## config.mk

```make
export PLATFORM = sky130hd
export DESIGN_NAME = instr_tag_lookup_ctrl
export DESIGN_NICKNAME = d
export VERILOG_FILES = /design/src/rtl/instr_cache_pkg.sv /design/src/rtl/instr_tag_cmp.sv /design/src/rtl/instr_tag_lookup_ctrl.sv
export SDC_FILE = /design/constraint.sdc
export NUM_CORES = 1
export LEC_CHECK = 0
export CAP_MARGIN = 20
export CORE_ASPECT_RATIO = 0.75
export CORE_UTILIZATION = 36
export CTS_CLUSTER_SIZE = 20
export DETAILED_ROUTE_END_ITERATION = 7
export PLACE_DENSITY_LB_ADDON = 0.25
export SLEW_MARGIN = 20
export SYNTH_ARGS = -nofsm -noshare
export SYNTH_HDL_FRONTEND = slang
export SYNTH_SLANG_ARGS = --single-unit
```

## constraint.sdc

```tcl
create_clock -name clk -period 2.2 [get_ports clk]
set_input_delay 0.44 -clock clk [delete_from_list [all_inputs] [get_ports clk]]
set_output_delay 0.44 -clock clk [all_outputs]
set_load 0.01 [all_outputs]
```

## src/rtl/instr_cache_pkg.sv

```systemverilog
// Shared definitions for the I-Cache state-tag controller: line state
// encodings, address field positions and the controller FSM states.
package instr_cache_pkg;

  localparam int OFFSET_WIDTH = 6;
  localparam int SET_LSB      = OFFSET_WIDTH;

  localparam logic [1:0] ST_I = 2'b10;
  localparam logic [1:0] ST_C = 2'b01;
  localparam logic [1:0] ST_D = 2'b00;

  typedef enum logic [3:0] {
    INIT,
    IDLE,
    LOOKUP,
    REFILL_REQ,
    REFILL_WAIT,
    FILL,
    INV_CMP,
    INV_WR,
    RESP
  } ctrl_state_e;

endpackage

```

## src/rtl/instr_tag_cmp.sv

```systemverilog
// Combinational compare of a state-tag RAM word against a latched tag.
// hit needs a Clean line; valid_match accepts any non-Invalid line.
module instr_tag_cmp
  import instr_cache_pkg::*;
#(
  parameter int STATE_WIDTH = 2,
  parameter int TAG_WIDTH   = 22
) (
  input  logic [STATE_WIDTH+TAG_WIDTH-1:0] st_r_state_tag,
  input  logic [TAG_WIDTH-1:0]             tag,
  output logic                             hit,
  output logic                             valid_match
);

  logic [STATE_WIDTH-1:0] line_state;
  logic                   tag_eq;

  assign line_state  = st_r_state_tag[STATE_WIDTH+TAG_WIDTH-1:TAG_WIDTH];
  assign tag_eq      = (st_r_state_tag[TAG_WIDTH-1:0] == tag);
  // Dirty lines never occur in an I-Cache, so only Clean counts as a hit.
  assign hit         = tag_eq && (line_state == ST_C);
  assign valid_match = tag_eq && (line_state != ST_I);

endmodule

```

## src/rtl/instr_tag_lookup_ctrl.sv

```systemverilog
// Initiator-side controller for the I-Cache state-tag RAM: post-reset sweep,
// fetch lookup with refill on miss, and coherence invalidation.
module instr_tag_lookup_ctrl
  import instr_cache_pkg::*;
#(
  parameter int SET_WIDTH   = 4,
  parameter int STATE_WIDTH = 2,
  parameter int TAG_WIDTH   = 22,
  parameter int ADDR_WIDTH  = 32
) (
  input  logic                             clk,
  input  logic                             rst,
  input  logic                             req_valid,
  output logic                             req_ready,
  input  logic [ADDR_WIDTH-1:0]            req_addr,
  output logic                             resp_valid,
  output logic                             resp_hit,
  output logic                             refill_valid,
  input  logic                             refill_ready,
  output logic [ADDR_WIDTH-1:0]            refill_addr,
  input  logic                             refill_done,
  input  logic                             inval_valid,
  output logic                             inval_ready,
  input  logic [ADDR_WIDTH-1:0]            inval_addr,
  output logic                             st_w_en,
  output logic [STATE_WIDTH+TAG_WIDTH-1:0] st_w_state_tag,
  output logic [SET_WIDTH-1:0]             st_rw_addr,
  input  logic [STATE_WIDTH+TAG_WIDTH-1:0] st_r_state_tag,
  output logic                             init_done
);

  localparam int TAG_LSB = SET_LSB + SET_WIDTH;

  ctrl_state_e            state_q, state_d;
  logic [SET_WIDTH-1:0]   sweep_cnt_q, sweep_cnt_d;
  logic [SET_WIDTH-1:0]   set_q, set_d;
  logic [TAG_WIDTH-1:0]   tag_q, tag_d;
  logic                   st_w_en_q, st_w_en_d;
  logic                   resp_valid_q, resp_valid_d;
  logic                   resp_hit_q, resp_hit_d;
  logic                   refill_valid_q, refill_valid_d;
  logic                   init_done_q, init_done_d;
  logic                   tag_hit, tag_valid_match;
  logic                   unused_offset_bits;

  assign unused_offset_bits = ^{req_addr[SET_LSB-1:0], inval_addr[SET_LSB-1:0]};

  instr_tag_cmp #(
    .STATE_WIDTH (STATE_WIDTH),
    .TAG_WIDTH   (TAG_WIDTH)
  ) u_tag_cmp (
    .st_r_state_tag (st_r_state_tag),
    .tag            (tag_q),
    .hit            (tag_hit),
    .valid_match    (tag_valid_match)
  );

  always_comb begin
    state_d        = state_q;
    sweep_cnt_d    = sweep_cnt_q;
    set_d          = set_q;
    tag_d          = tag_q;
    init_done_d    = init_done_q;
    req_ready      = 1'b0;
    inval_ready    = 1'b0;
    st_rw_addr     = set_q;
    st_w_state_tag = {ST_I, {TAG_WIDTH{1'b0}}};

    case (state_q)
      INIT: begin
        st_rw_addr = sweep_cnt_q;
        // The counter only moves once a write has actually been issued.
        if (st_w_en_q) begin
          sweep_cnt_d = sweep_cnt_q + 1'b1;
          if (sweep_cnt_q == '1) begin
            state_d     = IDLE;
            init_done_d = 1'b1;
          end
        end
      end
      IDLE: begin
        inval_ready = 1'b1;
        req_ready   = !inval_valid;
        if (inval_valid) begin
          st_rw_addr = inval_addr[TAG_LSB-1:SET_LSB];
          set_d      = inval_addr[TAG_LSB-1:SET_LSB];
          tag_d      = inval_addr[ADDR_WIDTH-1:TAG_LSB];
          state_d    = INV_CMP;
        end else begin
          st_rw_addr = req_addr[TAG_LSB-1:SET_LSB];
          if (req_valid) begin
            set_d   = req_addr[TAG_LSB-1:SET_LSB];
            tag_d   = req_addr[ADDR_WIDTH-1:TAG_LSB];
            state_d = LOOKUP;
          end
        end
      end
      LOOKUP:      state_d = tag_hit ? RESP : REFILL_REQ;
      REFILL_REQ:  if (refill_ready) state_d = REFILL_WAIT;
      REFILL_WAIT: if (refill_done) state_d = FILL;
      FILL: begin
        st_w_state_tag = {ST_C, tag_q};
        state_d        = RESP;
      end
      INV_CMP:     state_d = tag_valid_match ? INV_WR : IDLE;
      INV_WR: begin
        st_w_state_tag = {ST_I, tag_q};
        state_d        = IDLE;
      end
      RESP:        state_d = IDLE;
      default:     state_d = INIT;
    endcase

    // Registered strobes are derived from the state being entered.
    st_w_en_d      = state_d inside {INIT, FILL, INV_WR};
    resp_valid_d   = (state_d == RESP);
    resp_hit_d     = (state_d == RESP) && (state_q == LOOKUP);
    refill_valid_d = (state_d == REFILL_REQ);
  end

  always_ff @(posedge clk or posedge rst) begin
    if (rst) begin
      state_q        <= INIT;
      sweep_cnt_q    <= '0;
      set_q          <= '0;
      tag_q          <= '0;
      st_w_en_q      <= 1'b0;
      resp_valid_q   <= 1'b0;
      resp_hit_q     <= 1'b0;
      refill_valid_q <= 1'b0;
      init_done_q    <= 1'b0;
    end else begin
      state_q        <= state_d;
      sweep_cnt_q    <= sweep_cnt_d;
      set_q          <= set_d;
      tag_q          <= tag_d;
      st_w_en_q      <= st_w_en_d;
      resp_valid_q   <= resp_valid_d;
      resp_hit_q     <= resp_hit_d;
      refill_valid_q <= refill_valid_d;
      init_done_q    <= init_done_d;
    end
  end

  assign st_w_en      = st_w_en_q;
  assign resp_valid   = resp_valid_q;
  assign resp_hit     = resp_hit_q;
  assign refill_valid = refill_valid_q;
  assign init_done    = init_done_q;
  assign refill_addr  = {tag_q, set_q, {OFFSET_WIDTH{1'b0}}};

endmodule

```

==> impl_results.md, run 1 <==
* Status: finished with violations
* Failing checks: setup timing
* Fin nets at 517
* Sequential-to-total area share from yosys stat at 41.14%
* YS warnings at 0
* Period utilization at 100.7%
* Crit path capture type: flop
* PD cells at 1134 nW/um^2
* Chip Width at 95.74 um
* Leakage power at 1.917 nW
* Clk_skew at 0.004374 ns
* Worst-Skew Late Latency at 0.29 ns
* Register area at 975.9 um^2
* Area of the multi-input gates at 1335 um^2
* Critical path startpoint category: flop
* Boundary pin count at 161
* Max capacitance violation total at 0
* CP Capture Point: st_w_en
* DP Cell Count at 492
* Root buf cell: clkbuf_8
* Synth area leaders: dfrtp_1 (41%), mux2i_1 (11%), xor2_1 (8.5%)
* Main synth FF type: dfrtp_1
* Reg clk slew, reported paths at 0.08 ns
* Layout cells sized above 1 at 11.35%
* Synthesized flop and latch total at 39
* Finished Layout Cells at 504
* Gpl congestion at 0.8529
* DRC at 0
* Dpl hpwl at 5482 um
* Starting Density at 37.54%
* CTS Buffer Depth at 2
* Cells after synthesis at 264
* HP Class: flop to flop
* R2R depth at 7
* Commonest non-fill, non-tap cell in the layout: clkdlybuf4s50_1
* First-pass GRT wire length at 10570 um
* R2R Path End: st_w_en
* Peak supply drop at 0.4904 mV
* Final WS setup at -0.01609 ns
* Routed len/inst at 14.11 um
* Htree depth at 2
* CP top delay family: simple AND/OR/NAND/NOR gates
* Area growth syn-to-layout at 74.10%
* Netlist cell types at 36
* Worst r2r src: tag_q[20]
* Tot GR Track Use at 20.53%
* Die height at 72.30 um
* Max-slew violation count at 0
* Grt ovf at 0
* IO Port Bufs at 142
* Levels on crit path at 7
* Final hold vios at 0
* Die area at 6922 um^2
* RSZ-0062 raised after global routing: yes
* First drt pass iteration count at 4
* Power Total at 0.004683 W
* Setup TNS Final at -0.01609 ns
* Antenna violations before repair at 0
* CP peak stage delay at 0.40 ns
* Critical setup path kind: flop to flop
* Worst-margin pin slew at 0.5116 ns
* Clock sinks at 39
* Fill cells at 558
* Fraction of registers with async set/reset at 100.0%
* Reg-to-reg setup timing slack at -0.02 ns
* Vias in the first global route at 2230
* Number of buffers created by CTS at 5
* Top cell type's share of synthesized area at 41.14%
* Finished Core Util at 65.37%
* Worst endpoint required time at 2.42 ns
* Largest net degree at the start of global routing at 40
* Routed WL at 7111 um
* CP startpoint: tag_q[20]
* Min cycle time layout at 2.216 ns
* EDFF count, synth at 0
* Crit path DAT at 2.44 ns
* N_diodes at 0
* Core Area at 6319 um^2
* Cell at the slowest stage of the critical path: nor4_2
* Post-synth top area cell: dfrtp_1
* Final setup viols at 1
* Hold WS at 0.4725 ns
* Slew HR at 65.89%
* CP max FO at 3
* FP Rows at 25
* Commonest non-fill, non-tap cells in the layout: clkdlybuf4s50_1 (107), dfrtp_1 (39), nor2_1 (35), a21oi_1 (35), dlygate4sd2_1 (33)
* Vias/cell at 4.823
* Initial detailed-routing violation count at 75
* Syn avg cell area at 8.986 um^2
* Final ANT Viol Nets at 0
* Worst-path cell chain: xor2_1 -> nor4_2 -> buf_4 -> nand4_1 -> o31a_1 -> or4_1 -> a21oi_1
* Detailed-route via count at 2431
* Fmax at 451.2 MHz
* CTS tree: done
* Buf/Inv on CP at 1
* Mapped Area at 2372 um^2
-- final cells by class --
| cell class | count | area share, % |
|---|---|---|
| timing repair buffer | 167 | 38.20 |
| clock inverter | 2 | 0.8482 |
| sequential | 39 | 23.63 |
| multi-input combinational | 203 | 32.32 |
| tap | 81 | 2.454 |
| inverter | 6 | 0.5453 |
| clock buffer | 6 | 1.999 |
-- through the flow --
stage | setup WS (ns) | area (um^2)
2_1_floorplan | 0.1677 | 2391
3_3_place_gp | -0.5285 | 3985
3_5_place_dp | -0.5696 | 3985
4_1_cts | -0.02617 | 4104
5_1_grt | -0.1149 | 4130
6_report | -0.01609 | 4130
-- sequential cells by signal, indices dropped and copies added (netlist names) --
| name | cells |
|---|---|
| tag_q | 22 |
| refill_valid | 1 |
| init_done | 1 |
| state_q | 4 |
| st_w_en | 1 |
| sweep_cnt_q | 4 |
| resp_valid | 1 |
| set_q | 4 |
| resp_hit | 1 |
-- cells in the mapped netlist (2+ instances only) --
cell	count
nor2_1	37
xnor2_1	2
a21oi_1	35
buf_1	4
nor4_2	3
nand2_1	12
nand2b_1	2
o21bai_1	2
clkbuf_1	11
or3_2	2
nor4b_1	2
inv_1	6
buf_4	6
nor3_1	3
nor4_1	2
o21ai_0	7
and2_1	21
dfrtp_1	39
xor2_1	23
mux2i_1	26
nand4_1	4
-- cell families after synthesis --
logic type,synth area share [%]
compound gates,10.92
xor+xnor,9.230
fa+ha+maj,0.5273
buf+inv,5.221
flops,41.14
mux,11.45
other cells,0.1581
simple gates,21.36
-- worst min-delay path by stage --
stage,startpoint,to,cells past startpoint
after detailed placement,init_done,init_done,1
after CTS,init_done,init_done,1
after global routing,init_done,init_done,1
after floorplan,sweep_cnt_q[3],sweep_cnt_q[3],1
after global placement,init_done,init_done,1
final,init_done,init_done,1
-- repair_timing --
action                                  4_1_cts  5_1_grt
pin swaps                                     6        2
hold buffers                                  0        0
endpoints found under the setup margin       36        4
setup buffers                                 2        2
hold endpoints to repair                      0        0
resized for setup                            40        3
-- where the power goes --
group | total (W) | switching (W) | internal (W)
sequential | 0.00137 | 0.000325 | 0.00104
clock | 0.000631 | 0.000263 | 0.000367
combinational | 0.00269 | 0.00122 | 0.00146
-- per-layer routing --
metal | global-route usage, % | vias up | share of wire, %
li1 | - | 1202 | -
met1 | 25.50 | 1114 | 43
met2 | 32.78 | 106 | 45
met3 | 8.386 | 9 | 11
met4 | 6.302 | 0 | 1.5
met5 | 0 | - | 0
No activity file was read; power rests on OpenSTA's default activity.
==> run 2, diff against run 1 <==
Settings changed: CORE_UTILIZATION 36 to 37, CTS_BUF_LIST set to sky130_fd_sc_hd__clkbuf_2 sky130_fd_sc_hd__clkbuf_4 sky130_fd_sc_hd__clkbuf_8.
==> run 2 against run 1 <==
  * The run now ends clean
  * Largest cell class unchanged
  * Non-clock buffer count up 4
  * Sequential cell count unchanged
  * Wire length is 5.5% higher
  * Clock skew increased by 0.0022 ns
  * Clock-buffer cell count is the same
  * Clock power down 2%
==> impl_results.md, run 2 (synthesis gave the netlist of run 1 again) <==
* Commonest non-fill, non-tap cells in the layout: clkdlybuf4s50_1 (108), dfrtp_1 (39), nor2_1 (35), a21oi_1 (34), buf_4 (27)
* Min cycle time layout at 2.149 ns (-0.06680 ns)
* R2R depth at 7 (unchanged)
* Vias in the first global route at 2342 (+5.0%)
* Max capacitance violation total at 0 (unchanged)
* Worst-Skew Late Latency at 0.29 ns (about the same)
* Routed WL at 7502 um (+5.5%)
* Routed len/inst at 14.86 um (+5.3%)
* Clock sinks at 39 (unchanged)
* Sw Ratio at 38.76% (+0.061 points)
* Worst r2r src: tag_q[14]
* CP max FO at 2 (-1)
* Final ANT Viol Nets at 0 (unchanged)
* PD cells at 1147 nW/um^2 (+1.1%)
* Htree depth at 2 (unchanged)
* Fin nets at 521 (+0.77%)
* Max FFs per register at 22 (unchanged)
* Peak supply drop at 0.5120 mV (+4.4%)
* Dpl hpwl at 5761 um (+5.1%)
* Clk_skew at 0.006577 ns (+0.002203 ns)
* Biggest register: tag_q
* Core Area at 6006 um^2 (-5.0%)
* CP peak stage delay at 0.42 ns (+0.02 ns)
* Critical path startpoint category: input pin
* Reg-to-reg setup timing slack at 0.05 ns (+0.07 ns)
* Status: complete, no violations
* Worst-margin pin slew at 0.6345 ns (+0.1229 ns)
* Fmax at 465.3 MHz (+3.1%)
* Hold WS at 0.4812 ns (+0.008748 ns)
* Leakage power at 1.939 nW (+1.1%)
* Vias/cell at 4.818 (-0.12%)
* Antenna violations before repair at 0 (unchanged)
* RSZ-0062 raised after global routing: yes
* Finished Core Util at 70.31% (+4.9 points)
* Setup TNS Final at 0 ns (+0.01609 ns)
* Tot GR Track Use at 22.01% (+1.5 points)
* CTS Buffer Depth at 2 (unchanged)
* Fill cells at 475 (-15%)
* Reg clk slew, reported paths at 0.08 ns (about the same)
* Worst-path cell chain: clkdlybuf4s50_1 -> xor2_1 -> nor4_2 -> nand4_1 -> o31a_1 -> or4_4 -> a21oi_2
* Hold buffer count at cts at 0 (unchanged)
* Root buf cell: clkbuf_8
* Largest net degree at the start of global routing at 23 (-43%)
* Period utilization at 97.70% (-3.0 points)
* Slew HR at 57.44% (-8.5 points)
* Clock power share at 12.8% (-0.7 points)
* Final setup viols at 0 (-1)
* HP Class: input pin to async pin
* CTS tree: done
* Number of buffers created by CTS at 5 (unchanged)
* Die area at 6739 um^2 (-2.6%)
* Cell at the slowest stage of the critical path: or4_4
* Grt ovf at 0 (unchanged)
* Combinational Power Share at 59.0% (+1.7 points)
* Worst endpoint required time at 2.42 ns (about the same)
* R2R Path End: st_w_en
* Layout cells sized above 1 at 13.11% (+1.8 points)
* Initial detailed-routing violation count at 127 (+69%)
* Max-slew violation count at 0 (unchanged)
* First drt pass iteration count at 4 (unchanged)
* Crit path capture type: flop
* Boundary pin count at 161 (unchanged)
* Reg power frac at 28.2% (-1.0 points)
* Die height at 71.35 um (-1.3%)
* Starting Density at 39.50% (+2.0 points)
* Int Power at 0.002966 W (+3.3%)
* Detailed-route via count at 2433 (+0.082%)
* Net switching power at 0.001877 W (+3.6%)
* IO Port Bufs at 142 (unchanged)
* DRC at 0 (unchanged)
* Chip Width at 94.46 um (-1.3%)
* Gpl congestion at 0.8631 (+1.2%)
* Crit path DAT at 2.37 ns (-0.07 ns)
* Final hold vios at 0 (unchanged)
* Commonest non-fill, non-tap cell in the layout: clkdlybuf4s50_1
* Critical setup path kind: input pin to flop
* N_diodes at 0 (unchanged)
* Area growth syn-to-layout at 78.01%
* First-pass GRT wire length at 11340 um (+7.2%)
* FP Rows at 24 (-4.0%)
[run 2: changes by cell type in the layout (fill, tap and decap cells not counted), sizes merged]
| cell | previous run | this run |
|---|---|---|
| clkdlybuf4s15 | 0 | 8 |
| bufbuf | 0 | 1 |
| dlygate4sd2 | 33 | 22 |
| buf | 26 | 29 |
| clkinv | 1 | 2 |
| inv | 6 | 5 |
| clkdlybuf4s50 | 107 | 108 |
| dlymetal6s2s | 1 | 3 |
[run 2: layout make-up]
cell class                 count  area, um^2  area share, %
timing repair buffer         171        1652          39.11
clock inverter                 2       35.03         0.8296
inverter                       6       22.52         0.5333
tap                           78       97.59          2.311
clock buffer                   6       82.58          1.956
multi-input combinational    203        1358          32.15
sequential                    39       975.9          23.11
[run 2: power by group through the flow]
stage | logic [W] | clock network [W] | registers (W)
after floorplan | 0.00118 | 0 | 0.00145
after global placement | 0.00269 | 0 | 0.00136
after detailed placement | 0.00275 | 0 | 0.00138
after CTS | 0.00280 | 0.000637 | 0.00137
after global routing | 0.00310 | 0.000663 | 0.00141
final | 0.00286 | 0.000620 | 0.00136
[run 2: worst max-delay path, delay by kind of cell]
family	cells	cell delay, ns
AND/OR/NAND/NOR	3	0.88
AO/OA/AOI/OAI	2	0.48
buffers and inverters	1	0.41
XOR/XNOR	1	0.15
[run 2: timing repair]
item / CTS / global route
gates resized for setup: 40 / 15
cloned: 1 / 0
buffers inserted: 5 / 1
pin swaps: 6 / 6
setup endpoints to repair: 33 / 16
[run 2: per-layer routing]
metal / share of wire [%] / global-route usage (%) / up-vias
met5: 0 / 0 / -
li1: - / - / 1207
met3: 9.3 / 6.051 / 2
met2: 47 / 37.84 / 114
met4: 0.47 / 4.545 / 0
met1: 43 / 27.83 / 1110
[run 2: worst max-delay path by stage]
stage                        from  slack (ns)  cells past startpoint                  to
2_1_floorplan           tag_q[20]        0.17                      6             st_w_en
3_3_place_gp   st_r_state_tag[20]       -0.49                      8             st_w_en
3_5_place_dp   st_r_state_tag[15]       -0.54                      8             st_w_en
4_1_cts                state_q[3]        0.01                      4  st_w_state_tag[22]
5_1_grt                 tag_q[14]       -0.06                      7             st_w_en
6_report       st_r_state_tag[12]        0.05                      7             st_w_en
[run 2: per-stage QoR]
stage / cells / power [W] / worst slack [ns] / area, um^2
after floorplan: 269 / 0.002631 / 0.1677 / 2391
after global placement: 490 / 0.004052 / -0.4914 / 3989
after detailed placement: 490 / 0.004131 / -0.5394 / 3989
after CTS: 504 / 0.004808 / 0.01160 / 4179
after global routing: 505 / 0.005180 / -0.05709 / 4223
final: 505 / 0.004843 / 0.05071 / 4223
